<file path="config.mk">
export PLATFORM = sky130hd
export DESIGN_NAME = pulse_arbiter_flat
export DESIGN_NICKNAME = d
export VERILOG_FILES = /design/src/rtl/pulse_arbiter_pkg.sv /design/src/rtl/pulse_arbiter_if.sv /design/src/rtl/pulse_arbiter_rr_pick.sv /design/src/rtl/pulse_arbiter.sv /design/src/flat_wrapper.sv
export SDC_FILE = /design/constraint.sdc
export NUM_CORES = 1
export LEC_CHECK = 0
export ABC_AREA = 1
export CAP_MARGIN = 10
export CORE_ASPECT_RATIO = 1.1
export CORE_MARGIN = 2
export CORE_UTILIZATION = 45
export CTS_CLUSTER_DIAMETER = 30
export DETAILED_ROUTE_END_ITERATION = 10
export GPL_TIMING_DRIVEN = 0
export MAX_ROUTING_LAYER = met4
export PLACE_DENSITY = 0.76
export SETUP_SLACK_MARGIN = 0.02
export SLEW_MARGIN = 5
export SYNTH_ARGS = -nofsm -noshare
export SYNTH_HDL_FRONTEND = slang
export SYNTH_SLANG_ARGS = --single-unit
export TNS_END_PERCENT = 100
</file>
<file path="constraint.sdc">
create_clock -name clk -period 2.1 [get_ports clk]
set_input_delay 0.315 -clock clk [delete_from_list [all_inputs] [get_ports clk]]
set_output_delay 0.315 -clock clk [all_outputs]
set_load 0.01 [all_outputs]
</file>
<file path="src/rtl/pulse_arbiter_pkg.sv">
// pulse_arbiter_pkg
//   Shared types and default constants for the pulse_arbiter block.
//   - state_t      : arbiter FSM state encoding (IDLE=0, PULSE=1, GAP=2)
//   - DEF_N        : default number of requesters
//   - DEF_PULSE_LEN: default number of cycles x stays high per grant
//   GAP is only reachable when PULSE_ARBITER_GAP_EN is defined.
package pulse_arbiter_pkg;

    typedef enum logic [1:0] {
        IDLE  = 2'd0,
        PULSE = 2'd1,
        GAP   = 2'd2
    } state_t;

    localparam int unsigned DEF_N         = 4;
    localparam int unsigned DEF_PULSE_LEN = 3;

endpackage

</file>
<file path="src/rtl/pulse_arbiter_if.sv">
// pulse_arbiter_if
//   Request/grant bundle between the requesters and pulse_arbiter.
//   Signals:
//   - req_n : per-requester request, active-low, level-sensitive
//   - x     : shared output pulse
//   - gnt   : one-hot grant, held for the whole pulse
//   - done  : one-cycle completion flag to the granted requester
//   - busy  : arbiter not idle
//   Modports:
//   - master : requester side (drives req_n)
//   - slave  : arbiter side (drives x, gnt, done, busy)
interface pulse_arbiter_if
    import pulse_arbiter_pkg::*;
#(
    parameter int unsigned N = DEF_N
) ();

    logic [N-1:0] req_n;
    logic         x;
    logic [N-1:0] gnt;
    logic [N-1:0] done;
    logic         busy;

    modport master (
        output req_n,
        input  x,
        input  gnt,
        input  done,
        input  busy
    );

    modport slave (
        input  req_n,
        output x,
        output gnt,
        output done,
        output busy
    );

endinterface

</file>
<file path="src/rtl/pulse_arbiter_rr_pick.sv">
// rr_pick
//   Combinational round-robin picker: selects the first active request at
//   or after ptr, wrapping modulo N.
//   Ports:
//   - req    in  N  : request vector, active-high
//   - ptr    in  PW : search start index
//   - onehot out N  : one-hot winner (zero when nothing is requested)
//   - idx    out PW : winner index (zero when nothing is requested)
//   - any    out 1  : at least one request is active
module rr_pick #(
    parameter int unsigned N  = 4,
    parameter int unsigned PW = $clog2(N)
) (
    input  logic [N-1:0]  req,
    input  logic [PW-1:0] ptr,
    output logic [N-1:0]  onehot,
    output logic [PW-1:0] idx,
    output logic          any
);

    logic        found;
    int unsigned j;

    always_comb begin
        onehot = '0;
        idx    = '0;
        found  = 1'b0;
        j      = 0;
        for (int unsigned k = 0; k < N; k++) begin
            j = (32'(ptr) + k) % N;
            if (!found && req[j]) begin
                found     = 1'b1;
                onehot[j] = 1'b1;
                idx       = PW'(j);
            end
        end
    end

    assign any = |req;

endmodule

</file>
<file path="src/rtl/pulse_arbiter.sv">
// pulse_arbiter
//   Shares one fixed-width output pulse between N active-low requesters
//   using round-robin arbitration. A winner picked in IDLE gets x=1 and a
//   held one-hot gnt for PULSE_LEN cycles; done mirrors gnt in the last
//   pulse cycle. Requests are sampled only in IDLE, and a started pulse
//   always runs to completion unless clr is asserted.
//   Parameters:
//   - N         : number of requesters (>=2)
//   - PULSE_LEN : cycles x stays high per grant (>=1)
//   Ports:
//   - clk : clock, rising edge
//   - clr : synchronous active-low reset
//   - bus : pulse_arbiter_if slave (req_n in; x, gnt, done, busy out)
//   Build option:
//   - PULSE_ARBITER_GAP_EN : when defined, a one-cycle GAP state follows
//     every pulse, so x stays low for at least 2 cycles between pulses.
module pulse_arbiter
    import pulse_arbiter_pkg::*;
#(
    parameter int unsigned N         = DEF_N,
    parameter int unsigned PULSE_LEN = DEF_PULSE_LEN
) (
    input  logic                  clk,
    input  logic                  clr,
    pulse_arbiter_if.slave        bus
);

    localparam int unsigned PW = $clog2(N);
    localparam int unsigned CW = ($clog2(PULSE_LEN) > 1) ? $clog2(PULSE_LEN) : 1;

    state_t        state;
    logic [CW-1:0] cnt;
    logic [PW-1:0] ptr;
    logic [PW-1:0] win;
    logic          x_r;
    logic [N-1:0]  gnt_r;

    logic [N-1:0]  pick_oh;
    logic [PW-1:0] pick_idx;
    logic          pick_any;

    rr_pick #(
        .N  (N),
        .PW (PW)
    ) u_pick (
        .req    (~bus.req_n),
        .ptr    (ptr),
        .onehot (pick_oh),
        .idx    (pick_idx),
        .any    (pick_any)
    );

    always_ff @(posedge clk) begin
        if (!clr) begin
            state <= IDLE;
            cnt   <= '0;
            ptr   <= '0;
            win   <= '0;
            x_r   <= 1'b0;
            gnt_r <= '0;
        end else begin
            case (state)
                IDLE: begin
                    if (pick_any) begin
                        gnt_r <= pick_oh;
                        x_r   <= 1'b1;
                        cnt   <= CW'(PULSE_LEN - 1);
                        win   <= pick_idx;
                        state <= PULSE;
                    end
                end
                PULSE: begin
                    if (cnt != '0) begin
                        cnt <= cnt - CW'(1);
                    end else begin
                        x_r   <= 1'b0;
                        gnt_r <= '0;
                        // Pointer advances past the winner only once its
                        // pulse has fully completed.
                        ptr   <= (win == PW'(N - 1)) ? '0 : win + PW'(1);
`ifdef PULSE_ARBITER_GAP_EN
                        state <= GAP;
`else
                        state <= IDLE;
`endif
                    end
                end
`ifdef PULSE_ARBITER_GAP_EN
                GAP: begin
                    state <= IDLE;
                end
`endif
                default: begin
                    state <= IDLE;
                end
            endcase
        end
    end

    assign bus.x    = x_r;
    assign bus.gnt  = gnt_r;
    assign bus.done = (state == PULSE && cnt == '0) ? gnt_r : '0;
    assign bus.busy = (state != IDLE);

endmodule

</file>
<file path="src/flat_wrapper.sv">
// flat-port wrapper written by rule: the top's interface ports become plain ports
module pulse_arbiter_flat import pulse_arbiter_pkg::*;
#(
    parameter int unsigned N         = DEF_N,
    parameter int unsigned PULSE_LEN = DEF_PULSE_LEN
)
  (clk, clr, bus_req_n, bus_x, bus_gnt, bus_done, bus_busy);
  pulse_arbiter_if #(.N(N)) bus_i ();
  input  logic clk;
  input  logic clr;
  input wire logic [$bits(bus_i.req_n)-1:0] bus_req_n;
  output wire logic [$bits(bus_i.x)-1:0] bus_x;
  output wire logic [$bits(bus_i.gnt)-1:0] bus_gnt;
  output wire logic [$bits(bus_i.done)-1:0] bus_done;
  output wire logic [$bits(bus_i.busy)-1:0] bus_busy;
  assign bus_i.req_n = bus_req_n;
  assign bus_x = bus_i.x;
  assign bus_gnt = bus_i.gnt;
  assign bus_done = bus_i.done;
  assign bus_busy = bus_i.busy;
  pulse_arbiter #(.N(N), .PULSE_LEN(PULSE_LEN)) u_core (.clk(clk), .clr(clr), .bus(bus_i));
endmodule
</file>
==> results by stage <==
Placement:
- The final weighted congestion of routability-driven global placement is 0.9317.
- The HPWL after detailed placement is 1636 um.
- The placed cell count is 191.
- The number of buffer cells added on primary ports is 15.

Final layout:
- The share of final-layout standard cells stronger than drive strength 1 is 11.98%.
- The number of filler cells placed in the layout is 216.
- The repair_antennas step left the layout with diodes totalling 0.
- For this run, the number of standard cells in the final layout without fillers is 195.
- The area overhead of the layout relative to synthesis is 24.70%.
- After the last flow step, the layout net total stands at 184.

Clock network:
- In this run the deepest clock path goes through 2 buffers.
- TritonCTS built the clock tree.
- The number of sinks on the clock net is 11.
- In this run, CTS created clock tree buffers numbering 3.
- Clock tree synthesis selected as its root buffer the cell clkbuf_4.
- For this design, the CTS-stage hold fixing added 0 buffers.
- CTS built an H-tree with a depth of 1.
- At the later pin of the worst-skew pair, clock insertion delay measures 280 ps.
- Buffers added to address setup during post-CTS repair amount to 0.
- The clock transition at the registers of the reported paths is 80 ps.

Flow run:
- Max-cap violations in this run came to 0.

Logic synthesis:
- Of all flip-flops after synthesis, the portion carrying an async set or reset was 0%.
- Counting instances in the post-synthesis netlist gives the leading cell types as nand2_1, nand3_1, inv_1.
- The leading area contributor after synthesis is dfxtp_1.
- The netlist uses 18 different library cells.
- Counting flops and latches in the post-synthesis netlist gives 11.
- Ranked by total cell area, the synthesized netlist is headed by dfxtp_1, nand2_1, ha_1, nand3_1, inv_1.
- The post-synthesis instance area is 937.1 um^2.
- The most repeated cell in the gate-level netlist after synthesis is nand2_1.
- The commonest register cell after synthesis is dfxtp_1.
- The synthesized area per cell is 6.332 um^2.
- The sequential element share of the synthesized area is 23.50%.
- The count of mapped cells out of synthesis is 148.
- During synthesis, Yosys emitted a total of 0 warnings.
- The number of flops mapped to enable cells by yosys is 0.
- Counting every net in the synthesized netlist gives 164.
- The area share of the largest cell type after synthesis is 23.50%.

STA:
- For the final database, setup skew stands at 9.415 ps.
- The ratio of final minimum period to clock period is 92.10%.
- The routed design could run at a clock period as short as 1934 ps.
- The hold violation count in the final report came to 0.
- The normalized max-slew margin is 80.52%.
- The setup TNS is 0 ps.
- For this run, the top clock speed supported by timing is 0.5171 GHz.
- Setup repair after global routing left no endpoint under its margin.
- The setup violation total in the final timing report is 0.
- The max-slew violation total from the final report is 0.
- At the pin with the least slew margin, the transition time is 290.3 ps.

Power:
- The internal power is 0.0004676 W.
- The power per cell area is 693.6 nW/um^2.
- Combinational logic burns 48.2% of the power.
- In this run switching power makes up 42.31% of total power.
- The switching power total is 0.0003429 W.
- In this run, the clock network consumes 18.5% of the power.
- The sequential fraction of design power is 33.3%.
- The cell leakage power is 0.5456 nW.
- Across the VDD grid, the largest voltage drop is 0.3307 mV.

Hold path:
- The type of the tightest min-delay check is flip-flop to flip-flop.

Routing:
- The via count is 1,003.
- Using the TritonRoute via totals, the vias-per-cell ratio works out to 5.144.
- The overall routed net length is 2107 um.
- The total iterations of the first detailed-routing run is 4.
- In the final routed layout, each cell accounts on average for 10.81 um.
- The number of remaining DRC errors is 0.
- For this block, the initial DRC count from the detailed router was 17.
- Once detail routing completed, the nets flagged for antenna violations numbered 0.

Critical path:
- The setup check on the worst reg-to-reg path leaves a slack of 200 ps.
- The critical path goes through inv_1, ha_1, nand2_2, nor2_1, clkdlybuf4s50_1.
- The arrival time at the worst endpoint is 1620 ps.
- The count of buffering cells on the critical path with inverters included is 2.
- The longest individual stage delay on the worst path is 540 ps.
- STA puts the critical path data required time at 1780 ps.
- The critical path in this run is classified as flip-flop to primary output.
- The biggest fanout along the worst timing path is 8.
- The cell family contributing the most delay on the critical path is buffers and inverters.
- Among all stages on the critical path, the largest delay is contributed by clkdlybuf4s50_1.
- The worst setup path is captured at a primary output.
- The worst setup path is launched from a flip-flop.

GRT:
- The global-route usage over all layers is 19.83%.
- The global-route wire length before repair is 3519 um.
- The initial antenna violation count came to 0.
- The maximum number of pins on one net before global-route repair is 11.
- The number of global-route vias before repair is 910.
- The total overflow left after global routing is 0.

Die:
- The area of the placeable core is 1978 um^2.
- The area of the die is 2464 um^2.
- The initial standard-cell utilization of the core is 47.38%.
- For this design the top-level I/O count stands at 16.
- The floorplan has 17 rows.
- The floorplan step set the die width to 47.51 um.
- The floorplan die height is 51.86 um.

Status:
- The flow ran to the end, and the final reports show no timing, DRC or antenna violations.
[placed cells by master, fill, tap and decap left out, types with 2 or more instances in the layout]
cell type / instances
nand3_2: 3
o21ai_0: 3
clkbuf_4: 3
nor2_4: 2
ha_1: 9
nand3_1: 25
a21oi_1: 9
clkdlybuf4s50_1: 15
nand2_1: 42
inv_2: 2
inv_1: 19
nor2_1: 11
o21ai_1: 2
nand2_2: 4
dfxtp_1: 9
[power groups by stage]
stage | clock network (W) | logic (W) | registers (W)
6_report | 0.000150 | 0.000391 | 0.000270
4_1_cts | 0.000151 | 0.000379 | 0.000269
3_3_place_gp | 0 | 0.000367 | 0.000271
2_1_floorplan | 0 | 0.000268 | 0.000271
3_5_place_dp | 0 | 0.000377 | 0.000272
5_1_grt | 0.000160 | 0.000440 | 0.000273
[worst register-to-register path, cell delays in order (launching register included)]
cell and delay (ps):
dfxtp_2 430, inv_2 140, ha_4 310, inv_1 70, nand3_1 100, nand2_2 140, nor2_4 140, buf_6 140
nand3_1 80, nand3_1 110, nand2_1 50, a21oi_1 120
[cell families (layout without fill, tap and decap cells)]
logic type      count (synthesis)  count (layout)  synth area share (%)
buf+inv                        23              42                 10.41
compound gates                 16              16                 8.945
fa+ha+maj                      10              10                 13.35
simple gates                   88              88                 43.79
flops                          11              11                 23.50
[area by class of cell]
type / instances / area [um^2] / share of cell area (%)
multi-input cells: 114 / 634.4 / 54.28
flip-flops and latches: 11 / 225.2 / 19.27
repair buffers: 15 / 150.1 / 12.85
inverters: 21 / 78.83 / 6.745
well taps: 28 / 35.03 / 2.998
clock buffers: 4 / 26.28 / 2.248
plain buffers: 2 / 18.77 / 1.606
[per-stage QoR]
step / utilization [%] / setup slack [ps] / hold slack, ps / instance area, um^2 / power [W]
floorplan: - / 266.6 / 425.6 / 937.1 / 0.0005394
global placement: 56.74 / -36.29 / 441.4 / 1122 / 0.0006377
detailed placement: 56.74 / -76.85 / 443.4 / 1122 / 0.0006490
CTS: 58.19 / 61.64 / 453.8 / 1151 / 0.0007982
global route: 59.08 / 32.37 / 491.3 / 1169 / 0.0008730
finish: 59.08 / 166.0 / 455.9 / 1169 / 0.0008106
[registers in the layout, indices dropped and copies added, names as in the netlist]
| name | flops |
|---|---|
| u_core.cnt | 2 |
| u_core.state | 1 |
| u_core.ptr | 2 |
| u_core.bus.gnt | 4 |
| u_core.win | 2 |
[repair_timing]
item / 4_1_cts / 5_1_grt
pin swaps: 0 / 0
endpoints found under the setup margin: 5 / 9
gates resized for setup: 3 / 3
[worst paths after layout]
kind / start / end / depth (start not counted)
max: u_core.cnt[0] / bus_done[1] / 5
min: u_core.cnt[0] / u_core.cnt[0] / 1
max reg2reg: u_core.ptr[1] / u_core.bus.gnt[0] / 11
min reg2reg: u_core.cnt[0] / u_core.cnt[0] / 1
[metal layers]
| metal | vias to the layer above | track usage [%] | wire length [um] |
|---|---|---|---|
| li1 | 513 | - | - |
| met1 | 452 | 21.54 | 932 |
| met2 | 33 | 34.91 | 1067 |
| met3 | 5 | 2.083 | 72 |
| met4 | 0 | 8.796 | 34 |
| met5 | - | - | 0 |
No activity file was read; power rests on OpenSTA's default activity.
